==> src/rtl/voice_sequencer_pkg.sv <==
// Shared types and constants for the voice sequencer: FSM state encodings,
// waveform address width, default sizes and the accumulator width helper.
package voice_sequencer_pkg;

  localparam int WAVE_ADDR_W  = 8;
  localparam int NVOICE_DEF   = 4;
  localparam int PHASE_W_DEF  = 16;
  localparam int SAMPLE_W_DEF = 8;

  typedef enum logic [2:0] {
    ST_IDLE   = 3'd0,
    ST_ISSUE  = 3'd1,
    ST_WAIT   = 3'd2,
    ST_NEXT   = 3'd3,
    ST_OUTPUT = 3'd4,
    ST_HOLD   = 3'd5
  } seq_state_e;

  // Headroom for summing nvoice full-scale samples without overflow.
  function automatic int acc_width(input int nvoice, input int sample_w);
    return sample_w + $clog2(nvoice);
  endfunction

endpackage

==> src/rtl/voice_sequencer_if.sv <==
// Bus bundle between the voice sequencer (master) and its environment:
// config writes, frame strobe, waveform lookup and mixed-sample handshake.
interface voice_sequencer_if
  import voice_sequencer_pkg::*;
#(
  parameter int NVOICE   = NVOICE_DEF,
  parameter int PHASE_W  = PHASE_W_DEF,
  parameter int SAMPLE_W = SAMPLE_W_DEF
);
  localparam int VOICE_W = $clog2(NVOICE);

  logic                   sample_tick;
  logic                   cfg_we;
  logic [VOICE_W-1:0]     cfg_voice;
  logic [PHASE_W-1:0]     cfg_inc;
  logic                   cfg_gate;
  logic                   wave_req;
  logic [WAVE_ADDR_W-1:0] wave_phase;
  logic [SAMPLE_W-1:0]    wave_sample;
  logic                   wave_valid;
  logic [SAMPLE_W-1:0]    mix_out;
  logic                   mix_valid;
  logic                   mix_ready;
  logic                   busy;
  logic                   overrun;

  modport master (
    input  sample_tick, cfg_we, cfg_voice, cfg_inc, cfg_gate,
    input  wave_sample, wave_valid, mix_ready,
    output wave_req, wave_phase, mix_out, mix_valid, busy, overrun
  );

  modport slave (
    output sample_tick, cfg_we, cfg_voice, cfg_inc, cfg_gate,
    output wave_sample, wave_valid, mix_ready,
    input  wave_req, wave_phase, mix_out, mix_valid, busy, overrun
  );

endinterface

==> src/rtl/voice_mix_sat.sv <==
// Reduces the wide signed voice accumulator to one output sample.
// VOICE_SEQ_SATURATE_EN selects clamping; otherwise the low bits wrap.
module voice_mix_sat #(
  parameter int SAMPLE_W = 8,
  parameter int ACC_W    = 10
) (
  input  logic [ACC_W-1:0]    acc_i,
  output logic [SAMPLE_W-1:0] mix_o
);

`ifdef VOICE_SEQ_SATURATE_EN
  // Out of range when the bits above the output sign are not a pure sign extension.
  always_comb begin
    mix_o = acc_i[SAMPLE_W-1:0];
    if (acc_i[ACC_W-1:SAMPLE_W-1] != {(ACC_W-SAMPLE_W+1){acc_i[ACC_W-1]}}) begin
      if (acc_i[ACC_W-1]) begin
        mix_o = {1'b1, {(SAMPLE_W-1){1'b0}}};
      end else begin
        mix_o = {1'b0, {(SAMPLE_W-1){1'b1}}};
      end
    end else begin
      mix_o = acc_i[SAMPLE_W-1:0];
    end
  end
`else
  logic unused_hi_s;

  // Two's-complement wrap: only the low sample bits survive.
  always_comb begin
    mix_o = acc_i[SAMPLE_W-1:0];
  end

  assign unused_hi_s = ^acc_i[ACC_W-1:SAMPLE_W];
`endif

endmodule

==> src/rtl/voice_sequencer.sv <==
// Time-multiplexes one waveform lookup across NVOICE phase-accumulator voices
// and mixes them once per frame. Output reduction honours VOICE_SEQ_SATURATE_EN.
module voice_sequencer
  import voice_sequencer_pkg::*;
#(
  parameter int NVOICE   = NVOICE_DEF,
  parameter int PHASE_W  = PHASE_W_DEF,
  parameter int SAMPLE_W = SAMPLE_W_DEF
) (
  input logic               clk,
  input logic               rst,
  voice_sequencer_if.master bus
);

  localparam int VOICE_W = $clog2(NVOICE);
  localparam int ACC_W   = acc_width(NVOICE, SAMPLE_W);
  localparam logic [VOICE_W-1:0] LAST_V = VOICE_W'(NVOICE - 1);
  localparam logic [VOICE_W-1:0] ONE_V  = VOICE_W'(1'b1);

  seq_state_e             state_q;
  logic [VOICE_W-1:0]     v_q;
  logic [ACC_W-1:0]       acc_q;
  logic [PHASE_W-1:0]     phase_q [NVOICE];
  logic [PHASE_W-1:0]     inc_q   [NVOICE];
  logic [NVOICE-1:0]      gate_q;
  logic                   wave_req_q;
  logic [WAVE_ADDR_W-1:0] wave_phase_q;
  logic [SAMPLE_W-1:0]    mix_out_q;
  logic                   mix_valid_q;
  logic                   busy_q;
  logic                   overrun_q;
  logic [SAMPLE_W-1:0]    mix_out_d;
  logic [ACC_W-1:0]       sample_sext_d;

  assign sample_sext_d = {{(ACC_W-SAMPLE_W){bus.wave_sample[SAMPLE_W-1]}}, bus.wave_sample};

  voice_mix_sat #(
    .SAMPLE_W (SAMPLE_W),
    .ACC_W    (ACC_W)
  ) u_mix_sat (
    .acc_i (acc_q),
    .mix_o (mix_out_d)
  );

  // Config register file: writes land on the next edge regardless of FSM state.
  always_ff @(posedge clk or negedge rst) begin
    if (!rst) begin
      for (int i = 0; i < NVOICE; i++) begin
        inc_q[i] <= '0;
      end
      gate_q <= '0;
    end else if (bus.cfg_we) begin
      inc_q[bus.cfg_voice]  <= bus.cfg_inc;
      gate_q[bus.cfg_voice] <= bus.cfg_gate;
    end
  end

  // Frame FSM; owns the phase accumulators so a same-cycle config write never races the step.
  always_ff @(posedge clk or negedge rst) begin
    if (!rst) begin
      state_q      <= ST_IDLE;
      v_q          <= '0;
      acc_q        <= '0;
      for (int i = 0; i < NVOICE; i++) begin
        phase_q[i] <= '0;
      end
      wave_req_q   <= 1'b0;
      wave_phase_q <= '0;
      mix_out_q    <= '0;
      mix_valid_q  <= 1'b0;
      busy_q       <= 1'b0;
      overrun_q    <= 1'b0;
    end else begin
      wave_req_q <= 1'b0;
      if (bus.sample_tick && (state_q != ST_IDLE)) begin
        overrun_q <= 1'b1;
      end
      case (state_q)
        ST_IDLE: begin
          if (bus.sample_tick) begin
            v_q     <= '0;
            acc_q   <= '0;
            busy_q  <= 1'b1;
            state_q <= ST_ISSUE;
          end
        end
        ST_ISSUE: begin
          if (gate_q[v_q]) begin
            wave_req_q   <= 1'b1;
            wave_phase_q <= phase_q[v_q][PHASE_W-1 -: WAVE_ADDR_W];
            state_q      <= ST_WAIT;
          end else begin
            phase_q[v_q] <= '0;
            state_q      <= ST_NEXT;
          end
        end
        ST_WAIT: begin
          if (bus.wave_valid) begin
            acc_q        <= acc_q + sample_sext_d;
            phase_q[v_q] <= phase_q[v_q] + inc_q[v_q];
            state_q      <= ST_NEXT;
          end
        end
        ST_NEXT: begin
          if (v_q == LAST_V) begin
            state_q <= ST_OUTPUT;
          end else begin
            v_q     <= v_q + ONE_V;
            state_q <= ST_ISSUE;
          end
        end
        ST_OUTPUT: begin
          mix_out_q   <= mix_out_d;
          mix_valid_q <= 1'b1;
          state_q     <= ST_HOLD;
        end
        ST_HOLD: begin
          if (bus.mix_ready) begin
            mix_valid_q <= 1'b0;
            busy_q      <= 1'b0;
            state_q     <= ST_IDLE;
          end
        end
        default: begin
          mix_valid_q <= 1'b0;
          busy_q      <= 1'b0;
          state_q     <= ST_IDLE;
        end
      endcase
    end
  end

  assign bus.wave_req   = wave_req_q;
  assign bus.wave_phase = wave_phase_q;
  assign bus.mix_out    = mix_out_q;
  assign bus.mix_valid  = mix_valid_q;
  assign bus.busy       = busy_q;
  assign bus.overrun    = overrun_q;

endmodule
==> src/flat_wrapper.sv <==
// flat-port wrapper written by rule: the top's interface ports become plain ports
module voice_sequencer_flat import voice_sequencer_pkg::*;
#(
  parameter int NVOICE   = NVOICE_DEF,
  parameter int PHASE_W  = PHASE_W_DEF,
  parameter int SAMPLE_W = SAMPLE_W_DEF
)
  (clk, rst, bus_sample_tick, bus_cfg_we, bus_cfg_voice, bus_cfg_inc, bus_cfg_gate, bus_wave_sample, bus_wave_valid, bus_mix_ready, bus_wave_req, bus_wave_phase, bus_mix_out, bus_mix_valid, bus_busy, bus_overrun);
  voice_sequencer_if #(.NVOICE(NVOICE), .PHASE_W(PHASE_W), .SAMPLE_W(SAMPLE_W)) bus_i ();
  input logic clk;
  input logic rst;
  input wire logic [$bits(bus_i.sample_tick)-1:0] bus_sample_tick;
  input wire logic [$bits(bus_i.cfg_we)-1:0] bus_cfg_we;
  input wire logic [$bits(bus_i.cfg_voice)-1:0] bus_cfg_voice;
  input wire logic [$bits(bus_i.cfg_inc)-1:0] bus_cfg_inc;
  input wire logic [$bits(bus_i.cfg_gate)-1:0] bus_cfg_gate;
  input wire logic [$bits(bus_i.wave_sample)-1:0] bus_wave_sample;
  input wire logic [$bits(bus_i.wave_valid)-1:0] bus_wave_valid;
  input wire logic [$bits(bus_i.mix_ready)-1:0] bus_mix_ready;
  output wire logic [$bits(bus_i.wave_req)-1:0] bus_wave_req;
  output wire logic [$bits(bus_i.wave_phase)-1:0] bus_wave_phase;
  output wire logic [$bits(bus_i.mix_out)-1:0] bus_mix_out;
  output wire logic [$bits(bus_i.mix_valid)-1:0] bus_mix_valid;
  output wire logic [$bits(bus_i.busy)-1:0] bus_busy;
  output wire logic [$bits(bus_i.overrun)-1:0] bus_overrun;
  assign bus_i.sample_tick = bus_sample_tick;
  assign bus_i.cfg_we = bus_cfg_we;
  assign bus_i.cfg_voice = bus_cfg_voice;
  assign bus_i.cfg_inc = bus_cfg_inc;
  assign bus_i.cfg_gate = bus_cfg_gate;
  assign bus_i.wave_sample = bus_wave_sample;
  assign bus_i.wave_valid = bus_wave_valid;
  assign bus_i.mix_ready = bus_mix_ready;
  assign bus_wave_req = bus_i.wave_req;
  assign bus_wave_phase = bus_i.wave_phase;
  assign bus_mix_out = bus_i.mix_out;
  assign bus_mix_valid = bus_i.mix_valid;
  assign bus_busy = bus_i.busy;
  assign bus_overrun = bus_i.overrun;
  voice_sequencer #(.NVOICE(NVOICE), .PHASE_W(PHASE_W), .SAMPLE_W(SAMPLE_W)) u_core (.clk(clk), .rst(rst), .bus(bus_i));
endmodule
==> config.mk <==
export PLATFORM = sky130hd
export DESIGN_NAME = voice_sequencer_flat
export DESIGN_NICKNAME = d
export VERILOG_FILES = /design/src/rtl/voice_sequencer_pkg.sv /design/src/rtl/voice_sequencer_if.sv /design/src/rtl/voice_mix_sat.sv /design/src/rtl/voice_sequencer.sv /design/src/flat_wrapper.sv
export SDC_FILE = /design/constraint.sdc
export NUM_CORES = 1
export LEC_CHECK = 0
export CORE_MARGIN = 2
export CORE_UTILIZATION = 40
export DETAILED_ROUTE_END_ITERATION = 7
export HOLD_SLACK_MARGIN = 0.05
export SLEW_MARGIN = 20
export SYNTH_ARGS = -nofsm -noshare
export SYNTH_HDL_FRONTEND = slang
export SYNTH_SLANG_ARGS = --single-unit
==> constraint.sdc <==
create_clock -name clk -period 3.3 [get_ports clk]
set_input_delay 0.66 -clock clk [delete_from_list [all_inputs] [get_ports clk]]
set_output_delay 0.66 -clock clk [all_outputs]
set_load 0.02 [all_outputs]
== After elaboration in Yosys (flattened, before gate mapping) ==
Cells that the tools add are included.

* Eq/ne operators: 11
* Add/subtract/negate cells: 3
* Mux-type cells: 38
* Reductions and logical operators: 18
* Order comparisons: 7
* Bitwise operators: 6

{| class="wikitable"
|+ Operator list
! operator !! count
|-
| $bwmux W64 || 2
|-
| $mux W64 || 2
|-
| $pmux W64 S2 || 1
|-
| $mux W16 || 6
|-
| $and A64 B64 Y64 || 1
|-
| $bmux W16 S2 || 2
|-
| $demux W16 S2 || 2
|-
| $not A64 Y64 || 1
|-
| $mux W10 || 2
|-
| $pmux W10 S2 || 1
|-
| $pmux W3 S6 || 1
|-
| $add A16 B16 Y16 || 1
|-
| $reduce_and A3 Y1 || 5
|-
| $mux W3 || 4
|-
| $add A10 B10 Y10 || 1
|-
| $ne A2 B2 Y1 const B || 5
|-
| $reduce_or A4 Y1 || 2
|-
| $mux W1 || 7
|-
| $eq A3 B2 Y1 const B || 2
|-
| $eq A3 B3 Y1 const B || 2
|-
| $ge A3 B3 Y1 const B || 2
|-
| $lt A2 B3 Y1 const B || 2
|-
| $lt A3 B1 Y1 const B || 2
|-
| $not A2 Y3 || 2
|-
| 16 further kinds || 25
|}

* Register bits: 167
* Word-level logic and storage cells: 101
* Bits of input ports: 33
* Output and inout port bits: 20

== Longest topological paths before layout ==
* Depth after elaboration: 9
* Gate-level depth with buffers: 12
* Gate-level depth less buffers: 9

== Cells and area by module ==
From an unflattened synthesis, not the netlist that was laid out.

* Cells, all modules: 711
* Area, all modules: 8592.0 µm²

{| class="wikitable"
|+ By module, submodules not included
! module !! times used !! cells each !! sequential area each (µm²) !! area an instance (µm²)
|-
| voice_sequencer || 1 || 703 || 4179.0 || 8531.9
|-
| voice_mix_sat || 1 || 8 || 0.0 || 60.1
|}

== Least setup slack after synthesis ==
Ideal clock, no wire load.

* Kind: reg2reg
* From: reg u_core.v_q[0]
* To: reg u_core.phase_q[46] (netlist name)
* Required time: 3.179 ns
* Setup slack: -0.127 ns
* Buffers on the path: 3
* Period minus slack after synthesis: 3.427 ns
* Data arrival time: 3.306 ns
* Setup time: 0.121 ns
* Cell stages (with the launch flop): 12
* Cells stage by stage: dfrtp_1 > buf_6 > buf_2 > buf_2 > mux4_2 > ha_1 > a211oi_1 > o211ai_1 > a41oi_1 > o21ai_0 > xor2_1 > a22o_1

* Cells in the longest elaborated chain, start to end: 9
* Elaborated cells on any way between the ends: 23
* Those cells by class: add/sub: 1; order compare: 2; eq/ne: 1; mux: 14; bitwise: 3; reduce/logical: 2

{| class="wikitable"
|+ RTL lines
! element !! line !! RTL
|-
| start, declared || voice_sequencer.sv:21 || <nowiki>logic [VOICE_W-1:0] v_q;</nowiki>
|-
| start signal, assigned || voice_sequencer.sv:108 || <nowiki>v_q <= v_q + ONE_V;</nowiki>
|-
| branches (longest 9 deep; another with $add A16 B16 Y16) || -- ||
|-
| end signal, assigned by index || voice_sequencer.sv:100 || <nowiki>phase_q[v_q] <= phase_q[v_q] + inc_q[v_q];</nowiki>
|-
| end, declared || voice_sequencer.sv:23 || <nowiki>logic [PHASE_W-1:0] phase_q [NVOICE];</nowiki>
|}

Several ways; the timed one is not identified. The select of a mux whose other input is x is not followed.
A chain may end at the register's enable or synchronous reset.

== Final worst setup path ==
* From: reg u_core.v_q[0]
* To: reg u_core.phase_q[63] (netlist name)

Same word-level chain as after synthesis.

==> impl_results.md <==
- Share of the clock period used by the worst path after layout: 94.1%
- Signal arrival time at the worst endpoint: 3.41 ns
- Post-synth EDFFs: 0
- Critical path startpoint category: flop
- Worst slack on hold paths: 0.269 ns
- Clock-pin slew on the worst setup and hold paths: 0.07 ns
- Syn Inst Count: 590
- Synth Area in Compound Gates: 11.9%
- Outcome: completed
- Count of unique library cells instantiated by Yosys: 51
- TritonCTS Sinks: 165
- Setup skew after layout: 0.0117 ns
- Post-Synthesis Net Count: 651
- Avg Inst Size Synth: 13.7 sq um
- Cts hold-fix bufs: 0
- Post-placement worst setup slack: -0.0243 ns
- Routability congestion estimate from global placement: 0.832
- Number of DRC violations after detailed-routing iteration 0: 361
- Slew headroom: 46.4%
- Final net count: 716
- Count of yosys warnings during synthesis: 0
- Setup repair after global routing missed its margin: false
- Pin count of the biggest net entering global routing: 86
- Largest cells by area after synthesis: sky130_fd_sc_hd__dfrtp_1 51%, sky130_fd_sc_hd__mux2_2 12%, sky130_fd_sc_hd__mux4_2 9.2%, sky130_fd_sc_hd__ha_1 4.0%, sky130_fd_sc_hd__a22o_1 3.8%
- Antenna diode count: 0
- Crit Path Class: reg2reg
- Placed insts: 899
- Layout Cell Area excl Fill: 9610 sq um
- Top cell type by total area after synthesis: sky130_fd_sc_hd__dfrtp_1
- Number of buffers added by the clock tree synthesis step: 17
- Core ar.: 19700 sq um
- Non-filler cells, final: 933
- Max Slew Vio Count: 0
- Chip height: 146 microns
- Shortest period the worst path allows: 3.11 ns
- Floorplan die area: 21300 sq um
- Least setup slack across all paths after layout: 0.193 ns
- Dominant combinational cell family by area after synthesis: multiplexers
- CP endpoint kind: flop
- Number of vias in the routed layout: 5177
- DRC: 0
- IO Pins: 53
- DIE WIDTH: 146 microns
- Latest clock arrival within the worst-skew pair: 0.43 ns
- Number of nets still failing antenna checks after routing: 0
- Final wirelength: 18200 microns
- CTS tree: built
- Top-area cell type share of the netlist area: 51.2%
- Most instantiated flip-flop cell in the synthesis netlist: sky130_fd_sc_hd__dfrtp_1
- Least-Margin Pin Slew: 0.804 ns
- Post-synthesis instance area: 8070 sq um
- Max-capacitance violation count: 0
- Initial antenna violation count: 0
- CTS HTree Levels: 4
- Synth Area in Simple Gates: 5.15%
- Top cell types by occurrence after synthesis: 165 x sky130_fd_sc_hd__dfrtp_1, 85 x sky130_fd_sc_hd__mux2_2, 35 x sky130_fd_sc_hd__a22o_1, 33 x sky130_fd_sc_hd__mux4_2
- Multiplexer share of the synthesized area: 22.8%
- Maximum vdd drop: 0.000557 V
- Static power due to leakage: 4.18 nW
- Final setup violation count: 0
- Power Density: 996 nW/um^2
- Overall fraction of global-route tracks in use: 18.1%
- Placed wire-length estimate: 12500 microns
- Global-route wire length before repair: 30400 microns
- Number of global-route vias before repair: 5507
- Layout fillers: 1756
- Via-per-instance ratio: 5.55
- Site Rows: 51
- Final Hold Fails: 0
- Async set-reset flop share out of synthesis: 100%
- Sequential cell area fraction in the yosys report: 51.2%
- Synthesized-area fraction occupied by xor and xnor cells: 2.17%
- 1st-pass router iterations: 4
- Routed len/inst: 19.5 microns
- Crit path max fanout: 16
- Worst EP required: 3.60 ns
- Most common cell in the netlist: sky130_fd_sc_hd__dfrtp_1
- CTS max path bufs: 2
- Root Buffer Master: sky130_fd_sc_hd__clkbuf_16
- Share of post-route cells with drive strength above 1: 28.6%
- Synthesis-stage register bit count: 165
- Max Clock Freq: 322 MHz
- Cell area after placement: 8960 sq um
- Effective utilization at floorplan: 41.0%
- Type of the tightest min-delay check: in2async
- Count of input and output buffers: 52
- Synthesis-to-finish area growth: 19.1%
- Adder-cell share of the synthesized area: 4.53%
- Congestion Overflow GR: 0
==> registers in the layout (all words and copies together), names as in the netlist, 2 cells and up <==
name	cells
u_core.acc_q	8
u_core.bus.mix_out	8
u_core.bus.wave_phase	8
u_core.gate_q	4
u_core.inc_q	64
u_core.phase_q	64
u_core.state_q	3
u_core.v_q	2
==> cell usage in the layout, fill, tap and decap left out, types with 3 or more instances in the layout <==
| cell | netlist | final |
|---|---|---|
| sky130_fd_sc_hd__nand3b_1 | 4 | 4 |
| sky130_fd_sc_hd__clkbuf_16 | 0 | 17 |
| sky130_fd_sc_hd__o21ai_0 | 13 | 10 |
| sky130_fd_sc_hd__nand2b_1 | 4 | 4 |
| sky130_fd_sc_hd__mux2_2 | 85 | 85 |
| sky130_fd_sc_hd__o2bb2ai_1 | 26 | 26 |
| sky130_fd_sc_hd__nor2_1 | 24 | 24 |
| sky130_fd_sc_hd__o21a_1 | 4 | 4 |
| sky130_fd_sc_hd__inv_1 | 14 | 14 |
| sky130_fd_sc_hd__and2_1 | 6 | 6 |
| sky130_fd_sc_hd__o211ai_1 | 5 | 5 |
| sky130_fd_sc_hd__a211oi_1 | 5 | 4 |
| sky130_fd_sc_hd__buf_4 | 0 | 20 |
| sky130_fd_sc_hd__xor2_1 | 9 | 8 |
| sky130_fd_sc_hd__nand3_1 | 4 | 4 |
| sky130_fd_sc_hd__xnor2_1 | 11 | 11 |
| sky130_fd_sc_hd__ha_1 | 26 | 24 |
| sky130_fd_sc_hd__mux4_2 | 33 | 33 |
| sky130_fd_sc_hd__o21ai_1 | 1 | 4 |
| sky130_fd_sc_hd__nand2_1 | 18 | 18 |
| sky130_fd_sc_hd__dfrtp_1 | 165 | 164 |
| sky130_fd_sc_hd__a22o_1 | 35 | 35 |
| sky130_fd_sc_hd__mux2_1 | 12 | 12 |
| sky130_fd_sc_hd__clkinv_2 | 0 | 3 |
| sky130_fd_sc_hd__a21o_1 | 5 | 5 |
| sky130_fd_sc_hd__a21oi_1 | 20 | 20 |
| sky130_fd_sc_hd__clkinv_4 | 0 | 4 |
| sky130_fd_sc_hd__clkdlybuf4s50_1 | 0 | 51 |
==> routing by layer <==
metal	up-vias	share of wire (%)	GRT usage, %
li1	2348	-	-
met1	2727	47	25.4
met2	87	49	29.1
met3	15	2.8	3.04
met4	0	1.1	5.24
met5	-	0	0
==> metrics by stage <==
stage | power, W | TNS, ns | util [%]
after floorplan | 0.00620 | 0 | -
after global placement | 0.00731 | 0 | 45.6
after detailed placement | 0.00745 | -0.0353 | 45.6
after CTS | 0.00943 | 0 | 48.6
after global routing | 0.0102 | 0 | 48.9
final | 0.00957 | 0 | 48.9
==> worst paths after layout <==
| kind | start | end | slack, ns | cells past startpoint |
|---|---|---|---|---|
| max in group asynchronous | rst | u_core.gate_q[1] | 2.26 | 2 |
| worst max-delay path | u_core.v_q[0] | u_core.phase_q[63] | 0.19 | 10 |
| worst min-delay path | rst | u_core.bus.wave_phase[7] | 0.27 | 1 |
| worst min register to register | u_core.bus.overrun | u_core.bus.overrun | 0.47 | 1 |
| worst max register to register | u_core.v_q[0] | u_core.phase_q[63] | 0.19 | 10 |
| min in group clk | u_core.bus.overrun | u_core.bus.overrun | 0.47 | 1 |
==> cell families after synthesis <==
| logic type | Yosys count |
|---|---|
| compound gates | 127 |
| xor+xnor | 20 |
| fa+ha+maj | 28 |
| buf+inv | 42 |
| flops | 165 |
| mux | 130 |
| simple gates | 78 |
==> timing repair <==
item	4_1_cts	5_1_grt
endpoints found under the setup margin	1	23
cloned	0	0
resized for setup	1	9
pin swaps	0	5
buffers inserted	0	2
==> worst max-delay path: stages (launching register included) <==
cell	delay, ns
sky130_fd_sc_hd__dfrtp_2	0.43
sky130_fd_sc_hd__buf_12	0.19
sky130_fd_sc_hd__buf_4	0.18
sky130_fd_sc_hd__mux4_2	0.53
sky130_fd_sc_hd__ha_1	0.37
sky130_fd_sc_hd__o21a_1	0.24
sky130_fd_sc_hd__o2111ai_2	0.23
sky130_fd_sc_hd__o211ai_1	0.13
sky130_fd_sc_hd__a221oi_1	0.31
sky130_fd_sc_hd__xnor2_1	0.24
sky130_fd_sc_hd__o2bb2ai_1	0.12
==> where the power goes <==
part           total, W  switching (W)  internal (W)
clock           0.00194       0.000855       0.00109
sequential      0.00303       0.000407       0.00263
combinational   0.00459        0.00242       0.00217
total           0.00957        0.00368       0.00589
==> final cells by class <==
| class | count | area, sq um | area share (%) |
|---|---|---|---|
| Multi-Input combinational cell | 383 | 3800 | 39.6 |
| Clock inverter | 13 | 124 | 1.29 |
| Tap cell | 265 | 332 | 3.45 |
| Clock buffer | 19 | 453 | 4.71 |
| Inverter | 14 | 52.6 | 0.547 |
| Timing Repair Buffer | 74 | 712 | 7.41 |
| Sequential cell | 165 | 4130 | 43.0 |
No activity file was read; power rests on OpenSTA's default activity.
